File: src/rtl/fifo_read_streamer.sv
// fifo_read_streamer
//   Read-side consumer for a FIFO built on single-port RAM. It watches the
//   FIFO empty flag and issues read enables. It captures RAM read data
//   RD_LAT cycles later into a small skid buffer. Words leave in FIFO order
//   on a valid/ready stream.
//
//   Output handshake: a word transfers on a rising edge where m_valid and
//   m_ready are both high. While m_valid is high and m_ready is low,
//   m_valid stays high and m_data stays stable. m_valid never depends on
//   m_ready. fifo_re does depend combinationally on m_ready, so a pop frees
//   a slot in the same cycle.
//
//   Parameters
//     DATA_WIDTH   word width
//     RD_LAT       RAM read latency, 1 or 2 cycles
//   Optional feature (macro FIFO_RD_CNT_EN)
//     Adds word_cnt[15:0]. It counts pops, saturates at 16'hFFFF, and is
//     cleared by reset and on the IDLE -> RUN transition.
//
//   Ports
//     clk, rst_n     clock, asynchronous active-low reset
//     en             1 = fetch from FIFO, 0 = stop issuing reads
//     fifo_empty     FIFO empty flag
//     fifo_re        read enable to FIFO controller / RAM
//     fifo_rd_data   RAM read data, valid RD_LAT cycles after fifo_re
//     m_valid/m_ready/m_data   output stream
//     busy           FSM not idle, or reads in flight, or words buffered
//     word_cnt       pop counter (FIFO_RD_CNT_EN only)
module fifo_read_streamer #(
   parameter int DATA_WIDTH = 8,
   parameter int RD_LAT     = 1
) (
   input  logic                  clk,
   input  logic                  rst_n,
   input  logic                  en,
   input  logic                  fifo_empty,
   output logic                  fifo_re,
   input  logic [DATA_WIDTH-1:0] fifo_rd_data,
   output logic                  m_valid,
   input  logic                  m_ready,
   output logic [DATA_WIDTH-1:0] m_data,
   output logic                  busy
`ifdef FIFO_RD_CNT_EN
   ,
   output logic [15:0]           word_cnt
`endif
);

   // One slot per read that can be in flight, plus one for the head word.
   // This is enough to keep one word per clock under backpressure.
   localparam int SKID = RD_LAT + 1;
   localparam int PW   = $clog2(SKID);
   localparam int CW   = $clog2(SKID + 1);

   typedef enum logic [1:0] {
      IDLE = 2'd0,
      RUN  = 2'd1,
      STOP = 2'd2
   } state_t;

   state_t                state;
   state_t                state_next;
   logic [RD_LAT-1:0]     vpipe;
   logic [3:0]            inflight;
   logic [CW-1:0]         occ;
   logic [PW-1:0]         wr_ptr;
   logic [PW-1:0]         rd_ptr;
   logic [DATA_WIDTH-1:0] skid_mem [SKID];
   logic                  pop;
   logic                  arrive;

   assign pop     = m_valid & m_ready;
   assign arrive  = vpipe[RD_LAT-1];
   assign m_valid = (occ != '0);
   assign m_data  = skid_mem[rd_ptr];
   assign busy    = (state != IDLE) | (inflight != 4'd0) | m_valid;

   // Read only when the buffer has a free slot after this cycle's pop. Every
   // outstanding read already reserves a slot. The compare is written as
   // occ + inflight < SKID + pop so that nothing can underflow.
   assign fifo_re = (state == RUN) & ~fifo_empty &
                    ((4'(occ) + inflight) < (4'(SKID) + 4'(pop)));

   always_comb begin
      inflight = 4'd0;
      for (int i = 0; i < RD_LAT; i++) inflight = inflight + 4'(vpipe[i]);
   end

   always_comb begin
      state_next = state;
      case (state)
         IDLE:    if (en) state_next = RUN;
         RUN:     if (!en) state_next = STOP;
         STOP:    if (inflight == 4'd0) state_next = en ? RUN : IDLE;
         default: state_next = IDLE;
      endcase
   end

   always_ff @(posedge clk or negedge rst_n) begin
      if (!rst_n) state <= IDLE;
      else        state <= state_next;
   end

   // Each stage of the valid pipe marks a read whose data is still in the RAM.
   always_ff @(posedge clk or negedge rst_n) begin
      if (!rst_n) begin
         vpipe <= '0;
      end else begin
         vpipe[0] <= fifo_re;
         for (int i = 1; i < RD_LAT; i++) vpipe[i] <= vpipe[i-1];
      end
   end

   // Skid buffer. SKID is 3 when RD_LAT is 2, so the pointers wrap by
   // compare-and-clear rather than by natural overflow.
   always_ff @(posedge clk or negedge rst_n) begin
      if (!rst_n) begin
         wr_ptr <= '0;
         rd_ptr <= '0;
         occ    <= '0;
         for (int i = 0; i < SKID; i++) skid_mem[i] <= '0;
      end else begin
         if (arrive) begin
            skid_mem[wr_ptr] <= fifo_rd_data;
            wr_ptr <= (wr_ptr == PW'(SKID - 1)) ? '0 : wr_ptr + 1'b1;
         end
         if (pop) rd_ptr <= (rd_ptr == PW'(SKID - 1)) ? '0 : rd_ptr + 1'b1;
         case ({arrive, pop})
            2'b10:   occ <= occ + 1'b1;
            2'b01:   occ <= occ - 1'b1;
            default: occ <= occ;
         endcase
      end
   end

`ifdef FIFO_RD_CNT_EN
   always_ff @(posedge clk or negedge rst_n) begin
      if (!rst_n)                           word_cnt <= 16'd0;
      else if (state == IDLE && en)         word_cnt <= 16'd0;
      else if (pop && word_cnt != 16'hFFFF) word_cnt <= word_cnt + 16'd1;
   end
`else
   // Without the counter, the block has no extra state.
`endif

endmodule

File: config.mk
export PLATFORM = sky130hd
export DESIGN_NAME = fifo_read_streamer
export DESIGN_NICKNAME = d
export VERILOG_FILES = /design/src/rtl/fifo_read_streamer.sv
export SDC_FILE = /design/constraint.sdc
export NUM_CORES = 1
export LEC_CHECK = 0
export BUFFER_PORTS_ARGS = -buffer_cell sky130_fd_sc_hd__buf_2
export CORE_MARGIN = 8
export CORE_UTILIZATION = 58
export CTS_BUF_LIST = sky130_fd_sc_hd__clkbuf_4
export DETAILED_ROUTE_END_ITERATION = 10
export PLACE_DENSITY = 0.86
export REMOVE_ABC_BUFFERS = 1
export SYNTH_ARGS = -nofsm -noshare
export SYNTH_HDL_FRONTEND = slang
export SYNTH_SLANG_ARGS = --single-unit
File: constraint.sdc
create_clock -name clk -period 2.34 [get_ports clk]
set_clock_uncertainty 0.2 [all_clocks]
set_input_delay 0.234 -clock clk [delete_from_list [all_inputs] [get_ports clk]]
set_output_delay 0.234 -clock clk [all_outputs]
set_load 0.01 [all_outputs]
==> results of run 1 <==
==> flip-flops by register name (all words and copies together), names as in the netlist <==
register	flops
skid_mem	16
occ	2
arrive	1
rd_ptr	1
state	2
wr_ptr	1
==> logic make-up after synthesis <==
logic type	share of synthesized area
multiplexers	0.264
flip-flops	0.562
AND/OR/NAND/NOR	0.0624
XOR/XNOR	0.0428
AO/OA/AOI/OAI	0.0196
buffers and inverters	0.0122
adder cells (fa/ha/maj)	0.0367
==> worst min path at each step <==
stage | startpoint | endpoint | slack (ps) | cells past startpoint
floorplan | rst_n | arrive | -260 | 0
global placement | rst_n | skid_mem[4] | 20 | 1
detailed placement | rst_n | skid_mem[5] | 30 | 1
CTS | m_ready | rd_ptr | 90 | 3
global route | m_ready | rd_ptr | 90 | 3
finish | m_ready | rd_ptr | 100 | 3
==> worst max-delay path: stages (launching register included) <==
cell and delay [ps]:
dfrtp_1 480, ha_1 220, ha_1 260, o21ai_0 70, nor4b_2 260, buf_2 190
==> cell usage after synthesis <==
cell type,number,share of area
dfrtp_1,23,0.56
nor2_4,1,0.011
xor2_1,2,0.017
buf_2,1,0.0049
and2_1,1,0.0061
nand3b_1,1,0.0073
inv_2,1,0.0037
o21ai_0,4,0.020
or4_1,1,0.0073
inv_1,1,0.0037
nand2b_1,1,0.0061
xnor2_1,3,0.026
nor2_1,1,0.0037
nand2_2,1,0.0061
ha_1,3,0.037
or2_1,1,0.0061
nor4b_1,1,0.0086
mux2_2,24,0.26
==> layout make-up <==
class	instances	share of cell area
Sequential cell	23	0.442
Multi-Input combinational cell	45	0.339
Timing Repair Buffer	34	0.173
Clock buffer	4	0.0231
Tap cell	17	0.0163
Inverter	2	0.00577
==> timing repair <==
| item | CTS | global route |
|---|---|---|
| endpoints found under the setup margin | 1 | 0 |
| hold buffers | 11 | 0 |
| buffers inserted | 0 | 0 |
| endpoints found under the hold margin | 42 | 0 |
| gates resized for setup | 1 | 0 |
==> power breakdown <==
part / total, µW / leakage [µW] / switching, µW / internal (µW)
Sequential: 727 / 0.000275 / 147 / 581
Clock: 188 / 0.0000184 / 110 / 78.0
Combinational: 664 / 0.000306 / 273 / 392
==> routing by layer <==
| metal | vias to the layer above | GRT usage | wire length (µm) |
|---|---|---|---|
| li1 | 323 | - | - |
| met4 | 0 | 0.0769 | 40 |
| met2 | 24 | 0.218 | 1010 |
| met1 | 321 | 0.149 | 874 |
| met5 | - | 0 | 0 |
| met3 | 4 | 0.0486 | 127 |
==> stage by stage <==
step,total power [µW],worst slack [ps],hold WS (ps)
2_1_floorplan,1150,465,-262
3_3_place_gp,1340,468,19.3
3_5_place_dp,1380,356,31.6
4_1_cts,1590,98.3,87.3
5_1_grt,1690,16.9,85.9
6_report,1580,141,105
==> placed cells by master (no fill, tap or decap) <==
cell	Yosys	routed
and2_1	1	1
buf_2	1	23
clkbuf_4	0	4
dfrtp_1	23	23
dlygate4sd3_1	0	11
ha_1	3	3
inv_1	1	1
inv_2	1	1
mux2_2	24	24
nand2_2	1	1
nand2b_1	1	1
nand3b_1	1	1
nor2_1	1	1
nor2_4	1	1
nor4b_2	0	1
o21ai_0	4	4
or2_1	1	1
or4_1	1	1
xnor2_1	3	3
xor2_1	2	2
==> impl_metrics.py, run 1 <==
metrics = {
    "sta": {
        "slew_headroom": 0.672,
        "fin_tns_setup_ps": 0,
        "rsz0062_at_grt": "false",
        "period_minus_slack_ps": 2200,
        "finalSetupViolations": 0,
        "worst_pin_slew_ps": 492,
        "min_period_over_period": 0.940,
        "hold_viol": 0,
        "fmax_mhz": 455,
        "drv_slew": 0,
    },
    "yosys": {
        "yosys_warnings": 0,
        "ys_seq_area_frac": 0.562,
        "synth_cells": 71,
        "synth_area_mm2": 0.00102,
        "ys_seq_elements": 23,
        "synth.distinct_cells": 18,
        "postSynthAreaPerCell_um2": 14.4,
    },
    "detailed_routing": {
        "post-route-drc-count": 0,
        "wl_um": 2050,
        "wire_per_inst_um": 16.4,
        "antenna_left": 0,
        "routed_via_density": 5.38,
        "vias": 672,
        "firstDrtPassIters": 4,
        "drt_iter0_markers": 11,
    },
    "layout": {
        "layout.cells.non_filler": 125,
        "postLayoutCellArea_mm2": 0.00130,
        "utilization": 0.770,
        "insertedDiodeCount": 0,
        "layout-drive-gt1-share": 0.509,
        "area.sequential_um2": 576,
        "fill_cells": 113,
        "multiInputGateArea_um2": 442,
        "final_nets": 125,
        "syn2layout_area_growth_pct": 27.1,
    },
    "setup_path": {
        "crit_start": "arrive",
        "r2r-end": "occ[1]",
        "cp_max_fo": 7,
        "start_kind": "register",
        "r2r_cells": 5,
        "endpoint": "fifo_re",
        "ff2ff_setup_slack_ps": 480,
        "path_class": "register to output pin",
        "r2r_start": "occ[0]",
        "critical_path_arrival_ps": 1770,
        "required_ps": 1910,
        "end_kind": "output pin",
    },
    "status": {
        "outcome": "finished, final reports clean",
    },
    "power": {
        "ir_worst_vdd_uv": 669,
        "powerDensity_mw_per_mm2": 1210,
        "leakage_uw": 0.000599,
    },
    "clock_network": {
        "clkTransAtPathRegs_ps": 120,
        "cts-root-buf": "clkbuf_4",
        "cts_buffers": 3,
        "cts_tree": "yes",
        "clock_sinks": 23,
        "cts-htree-levels": 1,
        "clock_latency_ps": 300,
        "cts_buffer_depth": 2,
    },
    "global_routing": {
        "grt_usage": 0.135,
        "grt_max_degree": 24,
        "antenna_found_initial": 0,
        "grt_pass1_wl_um": 3420,
        "grt_pass1_vias": 782,
        "grt_overflow": 0,
    },
    "floorplan": {
        "io_pins": 24,
        "dieArea_mm2": 0.00336,
        "core.rowCount": 15,
        "initial_core_util": 0.606,
        "die_x_um": 58.0,
        "die_h_um": 58.0,
        "core_area_mm2": 0.00169,
    },
    "job": {
        "max_cap_violations": 0,
    },
    "placement": {
        "place_hpwl_um": 1400,
        "place_area_mm2": 0.00115,
        "portBuffers": 23,
        "place_inst": 110,
        "place_congestion": 0.689,
    },
    "hold_path": {
        "hold_class": "primary input to register",
    },
}
Power figures use the tool's default switching activity.
==> run 2: changes to the inputs <==
- CORE_ASPECT_RATIO: not set -> 1.1
- CORE_UTILIZATION: 58 -> 30
- PLACE_DENSITY: 0.86 -> 0.51
==> run 2 against run 1 <==
Critical path type unchanged; via count is 4.0% lower; non-clock buffer count stayed put; hold slack worse by 21 ps; largest power group unchanged.
==> impl_metrics.py, run 2 (synthesis results as in run 1) <==
metrics = {
    "status": {
        "outcome": "finished, final reports clean",
    },
    "layout": {
        "postLayoutCellArea_mm2": 0.00132,
        "final_common_cell": "mux2_2",
        "layout-drive-gt1-share": 0.509,
        "syn2layout_area_growth_pct": 29.2,
        "insertedDiodeCount": 0,
        "reg_top3": "skid_mem (16), occ (2), state (2)",
        "largest_register": "skid_mem",
        "final_nets": 125,
        "fill_cells": 332,
        "largest_reg_flops": 16,
        "layout_common_cells": "mux2_2, dfrtp_1, buf_2, dlygate4sd3_1, o21ai_0",
    },
    "floorplan": {
        "dieArea_mm2": 0.00554,
        "core_area_mm2": 0.00330,
        "initial_core_util": 0.310,
        "die_h_um": 77.3,
        "core.rowCount": 22,
        "io_pins": 24,
        "die_x_um": 71.7,
    },
    "setup_path": {
        "critPathMaxStageDelay_ps": 480,
        "start_kind": "register",
        "critical_path_arrival_ps": 1730,
        "path_class": "register to output pin",
        "crit_top_cell": "ha_1",
        "required_ps": 1910,
        "crit_start": "arrive",
        "r2r_start": "occ[0]",
        "crit_chain": "ha_1 > ha_1 > o21ai_0 > nor4b_2 > buf_2",
        "crit_slowest_cell": "dfrtp_1",
        "end_kind": "output pin",
        "cp_max_fo": 7,
    },
    "sta": {
        "period_minus_slack_ps": 2160,
        "fin_tns_setup_ps": 0,
        "slew_headroom": 0.663,
        "min_period_over_period": 0.924,
        "worst_pin_slew_ps": 506,
        "rsz0062_at_grt": "false",
        "fmax_mhz": 462,
        "finalSetupViolations": 0,
        "drv_slew": 0,
        "hold_viol": 0,
    },
    "global_routing": {
        "grt_usage": 0.0763,
        "antenna_found_initial": 0,
        "grt_pass1_wl_um": 3350,
        "grt_pass1_vias": 760,
        "grt_max_degree": 24,
        "grt_overflow": 0,
    },
    "clock_network": {
        "cts_tree": "yes",
        "clock_sinks": 23,
        "clkTransAtPathRegs_ps": 120,
        "clock_latency_ps": 300,
        "cts-htree-levels": 1,
        "cts-root-buf": "clkbuf_4",
        "cts_buffers": 3,
        "postCtsSetupBuffers": 0,
        "cts_buffer_depth": 2,
    },
    "detailed_routing": {
        "vias": 645,
        "antenna_left": 0,
        "routed_via_density": 4.48,
        "post-route-drc-count": 0,
        "wire_per_inst_um": 12.8,
        "wl_um": 1850,
        "firstDrtPassIters": 3,
        "drt_iter0_markers": 6,
    },
    "placement": {
        "place_hpwl_um": 1350,
        "place_area_mm2": 0.00118,
        "portBuffers": 23,
        "place_congestion": 0.647,
    },
    "power": {
        "leakage_uw": 0.000599,
        "power_uw": 1530,
        "ir_worst_vdd_uv": 501,
        "powerDensity_mw_per_mm2": 1160,
    },
    "hold_path": {
        "hold_class": "primary input to register",
        "hp-start": "m_ready",
    },
    "job": {
        "max_cap_violations": 0,
    },
}
run 2: routing by layer:
layer	part of all wire	track usage
met2	0.47	0.130
met3	0.089	0.0481
met1	0.44	0.0772
met4	0	0.0123
met5	0	0
run 2: where the power goes:
part / switching [µW] / internal [µW]
logic: 250 / 391
registers: 139 / 580
clock network: 110 / 63.7
total: 500 / 1030
run 2: path summary, 6_finish.rpt:
check                           slack (ps)            to  cells past startpoint
worst max-delay path                   180       fifo_re                      5
worst min-delay path                    80        rd_ptr                      3
worst max register to register         560        occ[1]                      5
worst min register to register         320  skid_mem[15]                      1
max in group asynchronous             1380      state[1]                      2
min in group asynchronous              220   skid_mem[2]                      2
run 2: layout make-up:
| cell class | count | area (µm²) | share of cell area |
|---|---|---|---|
| flip-flops and latches | 23 | 576 | 0.435 |
| multi-input cells | 45 | 442 | 0.334 |
| clock inverters | 1 | 5.00 | 0.00378 |
| inverters | 2 | 7.51 | 0.00568 |
| well taps | 36 | 45.0 | 0.0341 |
| clock buffers | 3 | 22.5 | 0.0170 |
| repair buffers | 34 | 225 | 0.170 |
run 2: worst max-delay path, delay by kind of cell (launching register included):
family | cells | cell delay [ps]
flip-flops | 1 | 480
adder cells (fa/ha/maj) | 2 | 480
AND/OR/NAND/NOR | 1 | 230
AO/OA/AOI/OAI | 1 | 60
buffers and inverters | 1 | 180
run 2: what timing repair did:
item / CTS / global route
hold endpoints to repair: 42 / 0
gates resized for setup: 0 / 1
setup endpoints to repair: 0 / 1
hold buffers: 11 / 0
run 2: stage by stage:
| step | worst slack (ps) | utilization | instances | hold WS, ps |
|---|---|---|---|---|
| after floorplan | 465 | - | 70 | -262 |
| after global placement | 459 | 0.357 | 129 | 34.3 |
| after detailed placement | 425 | 0.357 | 129 | 38.1 |
| after CTS | 50.4 | 0.398 | 144 | 68.7 |
| after global routing | 1.68 | 0.400 | 144 | 78.1 |
| final | 177 | 0.400 | 144 | 83.6 |
